## config.mk

```make
export PLATFORM = sky130hd
export DESIGN_NAME = ex_muldiv_unit_flat
export DESIGN_NICKNAME = d
export VERILOG_FILES = /design/src/rtl/ex_muldiv_unit_pkg.sv /design/src/rtl/ex_muldiv_unit_if.sv /design/src/rtl/ex_muldiv_unit_iter_core.sv /design/src/rtl/ex_muldiv_unit.sv /design/src/flat_wrapper.sv
export SDC_FILE = /design/constraint.sdc
export NUM_CORES = 1
export LEC_CHECK = 0
export CAP_MARGIN = 20
export CORE_ASPECT_RATIO = 0.6
export CORE_MARGIN = 5
export CORE_UTILIZATION = 55
export DETAILED_ROUTE_END_ITERATION = 7
export PLACE_DENSITY_LB_ADDON = 0.1
export SLEW_MARGIN = 10
export SYNTH_ARGS = -nofsm -noshare
export SYNTH_HDL_FRONTEND = slang
export SYNTH_SLANG_ARGS = --single-unit
export TNS_END_PERCENT = 100
```

## constraint.sdc

```tcl
create_clock -name clk -period 8.68 [get_ports clk]
set_input_delay 1.302 -clock clk [delete_from_list [all_inputs] [get_ports clk]]
set_output_delay 1.302 -clock clk [all_outputs]
set_load 0.1 [all_outputs]
```

## src/rtl/ex_muldiv_unit_pkg.sv

```systemverilog
// Shared encodings for the EX-stage multiply/divide unit: opcodes, FSM states, counter width.
package ex_muldiv_unit_pkg;

  localparam int MD_WIDTH = 32;
  localparam int MD_CNT_W = $clog2(MD_WIDTH);

  typedef enum logic [2:0] {
    MD_OP_NONE  = 3'd0,
    MD_OP_MULT  = 3'd1,
    MD_OP_MULTU = 3'd2,
    MD_OP_DIV   = 3'd3,
    MD_OP_DIVU  = 3'd4,
    MD_OP_MTHI  = 3'd5,
    MD_OP_MTLO  = 3'd6
  } md_op_e;

  typedef enum logic [1:0] {
    MD_IDLE = 2'd0,
    MD_RUN  = 2'd1,
    MD_FIX  = 2'd2
  } md_state_e;

endpackage

```

## src/rtl/ex_muldiv_unit_if.sv

```systemverilog
// Request/response bundle between the EX stage and the mul/div unit.
interface ex_muldiv_unit_if #(parameter int WIDTH = 32);
  logic             start;
  logic [2:0]       op;
  logic [WIDTH-1:0] src_a;
  logic [WIDTH-1:0] src_b;
  logic             hilo_read;
  logic             abort;
  logic             busy;
  logic             stall_req;
  logic             done;
  logic [WIDTH-1:0] hi;
  logic [WIDTH-1:0] lo;

  modport master (
    output start, op, src_a, src_b, hilo_read, abort,
    input  busy, stall_req, done, hi, lo
  );

  modport slave (
    input  start, op, src_a, src_b, hilo_read, abort,
    output busy, stall_req, done, hi, lo
  );
endinterface

```

## src/rtl/ex_muldiv_unit_iter_core.sv

```systemverilog
// Radix-2 iteration datapath: shift-add multiply and restoring divide on magnitudes, one step per enable.
module muldiv_iter_core #(
  parameter int WIDTH = 32
) (
  input  logic               clk,
  input  logic               reset,
  input  logic               load,
  input  logic               step,
  input  logic [WIDTH-1:0]   a_mag,
  input  logic [WIDTH-1:0]   b_mag,
  output logic [2*WIDTH-1:0] prod,
  output logic [WIDTH-1:0]   quot,
  output logic [WIDTH-1:0]   rem
);

  logic [2*WIDTH-1:0] acc;
  logic [WIDTH-1:0]   mcand;
  logic [WIDTH-1:0]   dvsr;
  logic [WIDTH-1:0]   rem_q;
  logic [WIDTH-1:0]   quo;

  logic [WIDTH:0]     add_sum;
  logic [WIDTH:0]     shifted;
  logic               ge;
  logic [WIDTH-1:0]   diff;

  // Both datapaths step every cycle; the top picks whichever result applies.
  always_comb begin
    add_sum = {1'b0, acc[2*WIDTH-1:WIDTH]} + (acc[0] ? {1'b0, mcand} : '0);
    shifted = {rem_q, quo[WIDTH-1]};
    ge      = (shifted >= {1'b0, dvsr});
    diff    = shifted[WIDTH-1:0] - dvsr;
  end

  always_ff @(posedge clk or negedge reset) begin
    if (!reset) begin
      acc   <= '0;
      mcand <= '0;
      dvsr  <= '0;
      rem_q <= '0;
      quo   <= '0;
    end else if (load) begin
      acc   <= {{WIDTH{1'b0}}, b_mag};
      mcand <= a_mag;
      dvsr  <= b_mag;
      rem_q <= '0;
      quo   <= a_mag;
    end else if (step) begin
      acc <= {add_sum, acc[WIDTH-1:1]};
      if (ge) begin
        rem_q <= diff;
        quo   <= {quo[WIDTH-2:0], 1'b1};
      end else begin
        rem_q <= shifted[WIDTH-1:0];
        quo   <= {quo[WIDTH-2:0], 1'b0};
      end
    end
  end

  assign prod = acc;
  assign quot = quo;
  assign rem  = rem_q;

endmodule

```

## src/rtl/ex_muldiv_unit.sv

```systemverilog
// EX-stage iterative multiply/divide with architectural HI/LO and stall generation.
module ex_muldiv_unit
  import ex_muldiv_unit_pkg::*;
#(
  parameter int WIDTH = MD_WIDTH
) (
  input  logic                clk,
  input  logic                reset,
  ex_muldiv_unit_if.slave     md
);

  localparam int CNT_W = $clog2(WIDTH);

  md_state_e          state;
  logic [CNT_W-1:0]   cnt;
  logic [WIDTH-1:0]   hi_q, lo_q;
  logic               done_q;
  logic               is_div, sgn_ab, sgn_a, div_zero;
  logic [WIDTH-1:0]   a_raw;

  logic               op_muldiv, op_signed, op_div;
  logic [WIDTH-1:0]   a_mag, b_mag;
  logic [2*WIDTH-1:0] prod, prod_s;
  logic [WIDTH-1:0]   quot, rem, quot_s, rem_s;
  logic               load;

  always_comb begin
    op_muldiv = (md.op == MD_OP_MULT) || (md.op == MD_OP_MULTU) ||
                (md.op == MD_OP_DIV)  || (md.op == MD_OP_DIVU);
    op_signed = (md.op == MD_OP_MULT) || (md.op == MD_OP_DIV);
    op_div    = (md.op == MD_OP_DIV)  || (md.op == MD_OP_DIVU);
    a_mag     = (op_signed && md.src_a[WIDTH-1]) ? (~md.src_a + 1'b1) : md.src_a;
    b_mag     = (op_signed && md.src_b[WIDTH-1]) ? (~md.src_b + 1'b1) : md.src_b;
    load      = (state == MD_IDLE) && md.start && !md.abort && op_muldiv;
    prod_s    = sgn_ab ? (~prod + 1'b1) : prod;
    quot_s    = sgn_ab ? (~quot + 1'b1) : quot;
    rem_s     = sgn_a  ? (~rem  + 1'b1) : rem;
  end

  muldiv_iter_core #(.WIDTH(WIDTH)) u_core (
    .clk   (clk),
    .reset (reset),
    .load  (load),
    .step  (state == MD_RUN),
    .a_mag (a_mag),
    .b_mag (b_mag),
    .prod  (prod),
    .quot  (quot),
    .rem   (rem)
  );

  always_ff @(posedge clk or negedge reset) begin
    if (!reset) begin
      state    <= MD_IDLE;
      cnt      <= '0;
      hi_q     <= '0;
      lo_q     <= '0;
      done_q   <= 1'b0;
      is_div   <= 1'b0;
      sgn_ab   <= 1'b0;
      sgn_a    <= 1'b0;
      div_zero <= 1'b0;
      a_raw    <= '0;
    end else begin
      done_q <= 1'b0;
      case (state)
        MD_IDLE: begin
          if (md.start && !md.abort) begin
            if (op_muldiv) begin
              state    <= MD_RUN;
              cnt      <= '0;
              is_div   <= op_div;
              sgn_ab   <= op_signed && (md.src_a[WIDTH-1] ^ md.src_b[WIDTH-1]);
              sgn_a    <= op_signed && md.src_a[WIDTH-1];
              div_zero <= (md.src_b == '0);
              a_raw    <= md.src_a;
            end else if (md.op == MD_OP_MTHI) begin
              hi_q <= md.src_a;
            end else if (md.op == MD_OP_MTLO) begin
              lo_q <= md.src_a;
            end
          end
        end
        MD_RUN: begin
          if (md.abort) begin
            state <= MD_IDLE;
          end else begin
            cnt <= cnt + 1'b1;
            if (cnt == CNT_W'(WIDTH-1)) state <= MD_FIX;
          end
        end
        MD_FIX: begin
          state <= MD_IDLE;
          if (!md.abort) begin
            done_q <= 1'b1;
            if (!is_div) begin
              hi_q <= prod_s[2*WIDTH-1:WIDTH];
              lo_q <= prod_s[WIDTH-1:0];
            end else if (div_zero) begin
              // Divide by zero leaves a recognisable pattern rather than the raw loop output.
              hi_q <= a_raw;
              lo_q <= '1;
            end else begin
              hi_q <= rem_s;
              lo_q <= quot_s;
            end
          end
        end
        default: state <= MD_IDLE;
      endcase
    end
  end

  assign md.busy      = (state != MD_IDLE);
  assign md.stall_req = md.busy && (md.hilo_read || md.start);
  assign md.done      = done_q;
  assign md.hi        = hi_q;
  assign md.lo        = lo_q;

endmodule

```

## src/flat_wrapper.sv

```systemverilog
// flat-port wrapper written by rule: the top's interface ports become plain ports
module ex_muldiv_unit_flat import ex_muldiv_unit_pkg::*;
#(
  parameter int WIDTH = MD_WIDTH
)
  (clk, reset, md_start, md_op, md_src_a, md_src_b, md_hilo_read, md_abort, md_busy, md_stall_req, md_done, md_hi, md_lo);
  ex_muldiv_unit_if #(.WIDTH(WIDTH)) md_i ();
  input  logic clk;
  input  logic reset;
  input wire logic [$bits(md_i.start)-1:0] md_start;
  input wire logic [$bits(md_i.op)-1:0] md_op;
  input wire logic [$bits(md_i.src_a)-1:0] md_src_a;
  input wire logic [$bits(md_i.src_b)-1:0] md_src_b;
  input wire logic [$bits(md_i.hilo_read)-1:0] md_hilo_read;
  input wire logic [$bits(md_i.abort)-1:0] md_abort;
  output wire logic [$bits(md_i.busy)-1:0] md_busy;
  output wire logic [$bits(md_i.stall_req)-1:0] md_stall_req;
  output wire logic [$bits(md_i.done)-1:0] md_done;
  output wire logic [$bits(md_i.hi)-1:0] md_hi;
  output wire logic [$bits(md_i.lo)-1:0] md_lo;
  assign md_i.start = md_start;
  assign md_i.op = md_op;
  assign md_i.src_a = md_src_a;
  assign md_i.src_b = md_src_b;
  assign md_i.hilo_read = md_hilo_read;
  assign md_i.abort = md_abort;
  assign md_busy = md_i.busy;
  assign md_stall_req = md_i.stall_req;
  assign md_done = md_i.done;
  assign md_hi = md_i.hi;
  assign md_lo = md_i.lo;
  ex_muldiv_unit #(.WIDTH(WIDTH)) u_core (.clk(clk), .reset(reset), .md(md_i));
endmodule
```

# After elaboration in Yosys (flattened, before gate mapping)
# Cells that the tools add are included.
totals:
  inputBits: 72
  register_bits: 300
  elab_cells: 114
op_classes:
  bitwise_logic: 6
  n_lt_le_gt_ge: 1
  n_eq_ne: 18
  add_sub_neg: 8
  mux: 40
  reduce_logical: 26
op_table:
  columns: ["op", "count"]
  rows:
  - ["32-bit 2-to-1 mux", 23]
  - ["64-bit 2-to-1 mux", 3]
  - ["32-bit by 1-bit adder with 32-bit output (second input constant)", 4]
  - ["32-bit NOT", 4]
  - ["32-bit one-hot mux with 2 select lines", 2]
  - ["64-bit by 1-bit adder with 64-bit output (second input constant)", 1]
  - ["64-bit NOT", 1]
  - ["32-bit by 33-bit adder with 33-bit output", 1]
  - ["33-bit by 32-bit >= comparator with 1-bit output", 1]
  - ["32-bit zero test", 1]
  - ["32-bit subtractor", 1]
  - ["5-bit 2-to-1 mux", 3]
  - ["2-bit != test (second input constant)", 7]
  - ["5-bit one-hot mux with 2 select lines", 1]
  - ["3-bit == test (second input constant)", 3]
  - ["1-bit logical AND", 8]
  - ["2-bit 2-to-1 mux", 4]
  - ["2-bit nonzero test", 4]
  - ["3-bit by 2-bit == test with 1-bit output (second input constant)", 2]
  - ["1-bit logical OR", 6]
  - ["3-bit AND reduction", 2]
  - ["6-bit AND reduction", 1]
  - ["5-bit by 1-bit adder with 5-bit output (second input constant)", 1]
  - ["5-bit == test (second input constant)", 1]
  - ["other kinds (12)", 14]

# Longest topological paths before layout
# Gate-level depths: netlist of run 1.
logic_depth:
  ltp_word: 7
  depth_mapped: 15
  depth_no_buf: 14

# Cells and area by module
# From an unflattened synthesis of run 1, not the netlist that was laid out.
unflattened:
  cells_unflattened: 2608
  area_unflattened_um2: 21520.6
by_module_without_submodules:
  columns: ["mod", "cells_per_inst", "seq_area_each_um2", "n_inst", "area_each_um2"]
  rows:
  - ["muldiv_iter_core", 1264, 4804.6, 1, 11398.4]
  - ["ex_muldiv_unit", 1344, 2702.6, 1, 10122.2]

# Worst setup path before layout of run 1
# OpenSTA, ideal clock, no wires.
synth_path:
  path_kind: "reg-to-reg"
  from: "reg u_core.u_core.acc[12] (netlist: u_core.u_core.prod[12])"
  to: "reg u_core.hi_q[31] (netlist: u_core.md.hi[31])"
  t_required_ns: 8.594
  stages_incl_launch_ff: 11
  setup_time_ns: 0.086
  synth_period_minus_slack_ns: 3.510
  arrival_time_ns: 3.424
  setup_slack_ns: 5.170
  cell_sequence: "dfrtp_1 -> or4_4 -> or4b_4 -> or4b_4 -> or3_4 -> nor4_4 -> nand3_2 -> o41ai_2 -> xnor2_1 -> o22ai_2 -> nor3_1"
synth_via:
  elab_chain_len: 6
synth_lines:
  columns: ["item", "line", "rtl"]
  rows:
  - ["start: declaration", "ex_muldiv_unit_iter_core.sv:16", "logic [2*WIDTH-1:0] acc;"]
  - ["start signal: assignment", "ex_muldiv_unit_iter_core.sv:43", "acc <= {{WIDTH{1'b0}}, b_mag};"]
  - ["start signal: assignment", "ex_muldiv_unit_iter_core.sv:49", "acc <= {add_sum, acc[WIDTH-1:1]};"]
  - ["64-bit NOT", "ex_muldiv_unit.sv:35", "prod_s = sgn_ab ? (~prod + 1'b1) : prod;"]
  - ["64-bit by 1-bit adder with 64-bit output", "ex_muldiv_unit.sv:35", null]
  - ["64-bit 2-to-1 mux", "ex_muldiv_unit.sv:35", null]
  - ["32-bit 2-to-1 mux", "ex_muldiv_unit.sv:96", "if (!is_div) begin"]
  - ["32-bit 2-to-1 mux", "ex_muldiv_unit.sv:94", "if (!md.abort) begin"]
  - ["32-bit one-hot mux with 2 select lines", "ex_muldiv_unit.sv:66", "case (state)"]
  - ["end signal: assignment", "ex_muldiv_unit.sv:97", "hi_q <= prod_s[2*WIDTH-1:WIDTH];"]
  - ["end signal: assignment", "ex_muldiv_unit.sv:101", "hi_q <= a_raw;"]
  - ["end signal: assignment", "ex_muldiv_unit.sv:104", "hi_q <= rem_s;"]
  - ["end: declaration", "ex_muldiv_unit.sv:16", "logic [WIDTH-1:0] hi_q, lo_q;"]
# No other way between the ends. The select of a mux whose other input is x is not followed.
# A chain may end at the register's enable or synchronous reset.

# Worst setup path after layout of run 1
layout_path:
  from: "in md_start"
  to: "out md_stall_req"
layout_via:
  elab_chain_len: 2
layout_lines:
  columns: ["item", "line", "rtl"]
  rows:
  - ["start: declaration", "flat_wrapper.sv:10", "input wire logic [$bits(md_i.start)-1:0] md_start;"]
  - ["1-bit logical OR", "ex_muldiv_unit.sv:115", "assign md.stall_req = md.busy && (md.hilo_read || md.start);"]
  - ["1-bit logical AND", "ex_muldiv_unit.sv:115", null]
  - ["end: declaration", "flat_wrapper.sv:17", "output wire logic [$bits(md_i.stall_req)-1:0] md_stall_req;"]
# No other way between the ends.

==> results.cfg, run 1 <==
[outcome]
status = finished clean

[pwr]
report.power.total_mw = 7.79
p_leak_nw = 10.0
power-per-cell-area_nw_per_um2 = 341
ir_drop_v = 0.000257

[sta]
period_share_pct = 50.7
setup_tns_ns = 0
final.setup_skew_ns = 0.0246
maxSlewHeadroom_pct = 26.1
finalHoldViolCount = 0
max_freq_mhz = 227
setup_violations = 0
rsz0062_at_grt = false
fin_crit_ns = 4.40
slew_viol_final = 0
worst_slew_pin_slew_ns = 1.10
fin_ws_ns = 4.28

[clock_network]
clk_pin_slew_worst_paths_ns = 0.06
cts_buffer_depth = 3
cts_resized = 0
hold_buffers = 0
htreeDepth = 1
clock_latency_ns = 0.59
cts.sinks = 300
cts_buffers = 30
post_cts_buffers = 0
cts_tree = yes
cts_root_buffer = clkbuf_16

[grt]
grt_pass1_wl_mm = 112
grt_max_degree = 155
antenna_found_initial = 1
grt_pass1_vias = 18400
grtUsageTotal_pct = 35.1
grt_overflow = 0

[routing]
first_pass_iters = 8
post_drt_via_cell_ratio = 6.64
drtAntennaViolNets = 0
vias = 19600
drc = 0
routedWlPerCell_microns = 24.7
wl_mm = 72.7
drt_iter0_markers = 2904

[finish]
mostFrequentLayoutCells = nand2_1 (312), dfrtp_1 (298), nor2_1 (200)
fin_area_sq_um = 22900
diodes = 0
drive_above_1_share_pct = 4.90
nets = 2592
finalNonFillerCells = 2947
synthToLayoutAreaGrowth_pct = 14.1
layout_commonest_cell = nand2_1

[yosys]
syn_nets = 2537
synth_cell_types = 69
synthFlopType = dfrtp_1
netlist.area_leader.share_pct = 37.4
synth.area.top_cells = dfrtp_1 (37%), nand2_1 (5.9%), xnor2_1 (5.6%)
synth_seq_cells = 300
yosysTopAreaCell = dfrtp_1
synth_edf_count = 0
syn_area_sq_um = 20100
synthCells = 2392
avgSynthCellArea_sq_um = 8.39
yosys_warnings = 0
synthArstFlopShare_pct = 100
ys_seq_area_share_pct = 37.4

[floorplan]
design.core.area_sq_um = 36100
io-pin-count = 139
die_w_microns = 257
die-area_sq_um = 40500
std_cell_rows = 54
start_util_pct = 55.5
die_y_microns = 158

[critical_path]
crit_arrival_ns = 3.10
crit_chain = clkdlybuf4s50_1 > o21a_1 > clkdlybuf4s50_1
cp_max_fo = 4
crit_top_cell = clkdlybuf4s50_1
worst_setup_path_start_kind = input pin
endpoint_kind = output port
critical_path.slowest_cell = clkdlybuf4s50_1
worst_ep_required_time_ns = 7.38
critPathKind = input pin to output port
cpPeakStageDelay_ns = 1.12

[placed_design]
hpwl_mm = 53.0
place.gp.congestion = 0.942
portBuffers = 138
dpl.cell_count = 2890
placed_area_sq_um = 21800
dp_slack_ns = 3.98

[flow_run]
max_cap_viol_count = 0

[min_path]
hold_class = flop to flop
## sequential cells by signal, indices dropped and copies added (netlist names)
signal               flops
u_core.md.done           1
u_core.a_raw            32
u_core.md.hi            32
u_core.state             2
u_core.u_core.rem       32
u_core.u_core.prod      64
u_core.div_zero          1
u_core.cnt               5
u_core.u_core.mcand     32
u_core.is_div            1
u_core.u_core.quot      32
u_core.sgn_a             1
u_core.sgn_ab            1
u_core.md.lo            32
u_core.u_core.dvsr      32
## cell usage after synthesis (11+ instances only)
| cell type | number |
|---|---|
| a31oi_1 | 41 |
| o211ai_1 | 17 |
| nand2_1 | 313 |
| o221ai_1 | 40 |
| a21oi_1 | 185 |
| nand2b_1 | 16 |
| nor3_1 | 39 |
| clkbuf_1 | 124 |
| xor2_1 | 96 |
| nand3_1 | 54 |
| or3_1 | 40 |
| and2_1 | 40 |
| o21ai_0 | 198 |
| o41ai_1 | 19 |
| a221o_1 | 51 |
| o31ai_1 | 39 |
| or2_2 | 11 |
| a21o_1 | 88 |
| xnor2_1 | 128 |
| mux2i_1 | 12 |
| and3_1 | 28 |
| ha_1 | 71 |
| buf_1 | 17 |
| or4_1 | 26 |
| inv_1 | 66 |
| nor4_1 | 16 |
| nand4_1 | 15 |
| nor2_1 | 201 |
| dfrtp_1 | 300 |
## cell families after synthesis
logic type	after synthesis	share of synthesized area (%)
buf+inv	209	3.91
flops	300	37.4
mux	15	0.767
fa+ha+maj	73	4.63
simple gates	821	19.1
compound gates	750	24.4
xor+xnor	224	9.78
## worst max-delay path: cells and delay by family
kind	cells	cell delay [ns]
compound gates	1	0.14
buf+inv	2	1.66
## final cells by class
class	instances	area, sq um
tap	476	596
multi-input combinational	1883	11800
sequential	300	7510
clock inverter	8	101
inverter	68	255
clock buffer	48	970
timing repair buffer	164	1630
fill	3087	13300
## power breakdown
part	switching (mW)	internal, mW	leakage (nW)	total (mW)
combinational	2.46	1.41	5.78	3.87
clock	0.603	0.822	0.521	1.43
sequential	0.684	1.82	3.75	2.50
## worst paths after layout
kind                                                            end                                start  slack [ns]  cells after the start
worst max-delay path                                   md_stall_req                             md_start        4.28                      3
worst min-delay path            u_core.u_core.mcand[30]$_DFFE_PN0P_  u_core.u_core.mcand[30]$_DFFE_PN0P_        0.47                      1
worst max register to register    u_core.u_core.rem[18]$_DFFE_PN0P_     u_core.u_core.rem[5]$_DFFE_PN0P_        4.54                     11
worst min register to register  u_core.u_core.mcand[30]$_DFFE_PN0P_  u_core.u_core.mcand[30]$_DFFE_PN0P_        0.47                      1
max in group asynchronous         u_core.u_core.prod[8]$_DFFE_PN0P_                                reset        6.60                      2
min in group asynchronous         u_core.u_core.rem[31]$_DFFE_PN0P_                                reset        0.72                      1
## routing by layer
metal,vias to the layer above,GRT usage (%),share of wire [%]
met5,-,0,0.018
met4,2,6.59,2.2
met3,124,8.08,12
met2,1198,50.9,41
met1,9520,54.2,45
li1,8737,-,-
## per-stage QoR
step / utilization, % / hold slack, ns
2_1_floorplan: - / 0.439
3_3_place_gp: 60.2 / 0.454
3_5_place_dp: 60.3 / 0.458
4_1_cts: 63.3 / 0.473
5_1_grt: 63.3 / 0.493
6_report: 63.3 / 0.471
Note: power is estimated with default switching activity, not from simulation.
==> inputs of run 2 (changes only) <==
==> constraint.sdc (replaced) <==
create_clock -name clk -period 4 [get_ports clk]
set_input_delay 0.6 -clock clk [delete_from_list [all_inputs] [get_ports clk]]
set_output_delay 0.6 -clock clk [all_outputs]
set_load 0.1 [all_outputs]
==> results.cfg, run 2 (synthesis gave the netlist of run 1 again) <==
[grt]
grtUsageTotal_pct = 35.7
antenna_found_initial = 1
grt_use_met3_pct = 7.73
grt_overflow = 0
grt_max_degree = 97
busiest_layer = met1
grt_pass1_vias = 18600
groute.layer.met2.usage_pct = 50.9
grtUsageMet1_pct = 55.3
grt_pass1_wl_mm = 114

[outcome]
violations = hold timing
status = finished, violations left

[critical_path]
crit_chain = or4_4 > or4b_4 > or4b_4 > or3_4 > nor4_4 > buf_4 > nand3_4 > o41ai_4 > xnor2_1 > o22ai_2 > nor3_2
r2r_slack_ns = 0.14
cp_max_fo = 6
critical_path.slowest_cell = or4b_4
endpoint_kind = flop
crit_top_cell = or4b_4
critPathKind = flop to flop
worst_setup_path_start_kind = flop
timing.rr.end = u_core.md.hi[31]$_DFFE_PN0P_
crit_arrival_ns = 4.37
worst_ep_required_time_ns = 4.51
cpPeakStageDelay_ns = 0.58
r2r.worst_path.cells = 11
r2r_start = u_core.u_core.prod[12]$_DFFE_PN0P_

[routing]
vias = 19900
first_pass_iters = 5
drc = 0
drt_iter0_markers = 2555
routedWlPerCell_microns = 24.7
drtAntennaViolNets = 0
wl_mm = 74.0
post_drt_via_cell_ratio = 6.64

[clock_network]
cts_buffer_depth = 3
cts_tree = yes
htreeDepth = 1
cts_root_buffer = clkbuf_16
cts.sinks = 300
clk_pin_slew_worst_paths_ns = 0.07
clock_latency_ns = 0.59
cts_buffers = 31

[sta]
maxSlewHeadroom_pct = 28.2
fin_hold_ws_ns = -0.0188
max_freq_mhz = 259
final.setup_skew_ns = 0.0144
rsz0062_at_grt = false
setup_tns_ns = 0
worst_slew_pin_slew_ns = 1.07
fin_crit_ns = 3.86
slew_viol_final = 0
setup_violations = 0
finalHoldViolCount = 2
fin_ws_ns = 0.143
period_share_pct = 96.4

[placed_design]
place.gp.congestion = 0.997
portBuffers = 138
placed_area_sq_um = 22200
dp_slack_ns = 0.126
hpwl_mm = 55.1

[floorplan]
die_w_microns = 257
io-pin-count = 139
die-area_sq_um = 40500
std_cell_rows = 54
start_util_pct = 55.5
die_y_microns = 158
design.core.area_sq_um = 36100

[finish]
nets = 2641
postLayoutCoreUtil_pct = 64.5
drive_above_1_share_pct = 6.87
largest_reg_flops = 64
multi_input_comb_area_sq_um = 11900
synthToLayoutAreaGrowth_pct = 16.2
fin_area_sq_um = 23300
fill_cells = 3076
diodes = 0
regArea_sq_um = 7510
layout_commonest_cell = nand2_1
mostFrequentLayoutCells = nand2_1 (312), dfrtp_1 (297), nor2_1 (200)

[min_path]
hold_class = input pin to async pin

[pwr]
power-per-cell-area_nw_per_um2 = 735
ir_drop_v = 0.000534
p_leak_nw = 10.3

[flow_run]
max_cap_viol_count = 0
[run 2: changes by cell type in the layout (fill, tap and decap cells not counted), sizes merged]
cell           previous run  this run
clkdlybuf4s50           137       136
clkinv                    4         7
clkinvlp                  3         2
clkbuf                   48        46
buf                      27        76
[run 2: worst max-delay path by stage]
stage                                               to  depth (start not counted)  slack, ns                                from
after global placement    u_core.md.hi[31]$_DFFE_PN0P_                         10       0.18  u_core.u_core.prod[12]$_DFFE_PN0P_
after global routing      u_core.md.hi[31]$_DFFE_PN0P_                         11      0.008  u_core.u_core.prod[12]$_DFFE_PN0P_
after floorplan           u_core.md.hi[31]$_DFFE_PN0P_                         10       0.49  u_core.u_core.prod[12]$_DFFE_PN0P_
final                     u_core.md.hi[31]$_DFFE_PN0P_                         11       0.14  u_core.u_core.prod[12]$_DFFE_PN0P_
after detailed placement  u_core.md.hi[31]$_DFFE_PN0P_                         10       0.13  u_core.u_core.prod[12]$_DFFE_PN0P_
after CTS                 u_core.md.hi[31]$_DFFE_PN0P_                         10       0.11  u_core.u_core.prod[12]$_DFFE_PN0P_
[run 2: report_power, final]
part / internal, mW / total [mW] / switching, mW
combinational: 3.18 / 8.74 / 5.57
clock: 1.73 / 3.05 / 1.32
sequential: 3.95 / 5.34 / 1.39
total: 8.86 / 17.1 / 8.28
[run 2: final cells by class]
cell class | count | share of cell area [%]
clock inverters | 10 | 0.467
multi-input cells | 1883 | 50.9
flip-flops and latches | 300 | 32.2
well taps | 476 | 2.56
inverters | 68 | 1.10
repair buffers | 212 | 8.75
clock buffers | 46 | 4.00
[run 2: critical path, delay by kind of cell (launching register included)]
kind,cells,cell delay [ns]
and+or+nand+nor,7,2.62
buffers and inverters,1,0.18
DFF,1,0.44
xor gates and xnor gates,1,0.16
AOI/OAI and AO/OA,2,0.35
[run 2: what timing repair did]
item,in CTS,in global routing
gates resized for setup,0,6
setup buffers,0,1
setup endpoints to repair,0,3
hold buffers,0,0
[run 2: stage by stage]
step | total power [mW] | hold slack, ns | std cells
3_5_place_dp | 13.8 | 0.458 | 2938
2_1_floorplan | 11.0 | 0.304 | 2392
3_3_place_gp | 13.6 | 0.454 | 2936
6_report | 17.1 | -0.0188 | 2995
4_1_cts | 16.9 | 0.0504 | 2994
5_1_grt | 18.0 | 0.0626 | 2995
[run 2: metal layers]
layer	routed length, microns	part of all wire (%)
met5	13	0.018
met3	8170	11
met2	29900	40
met1	33800	46
met4	2100	2.8
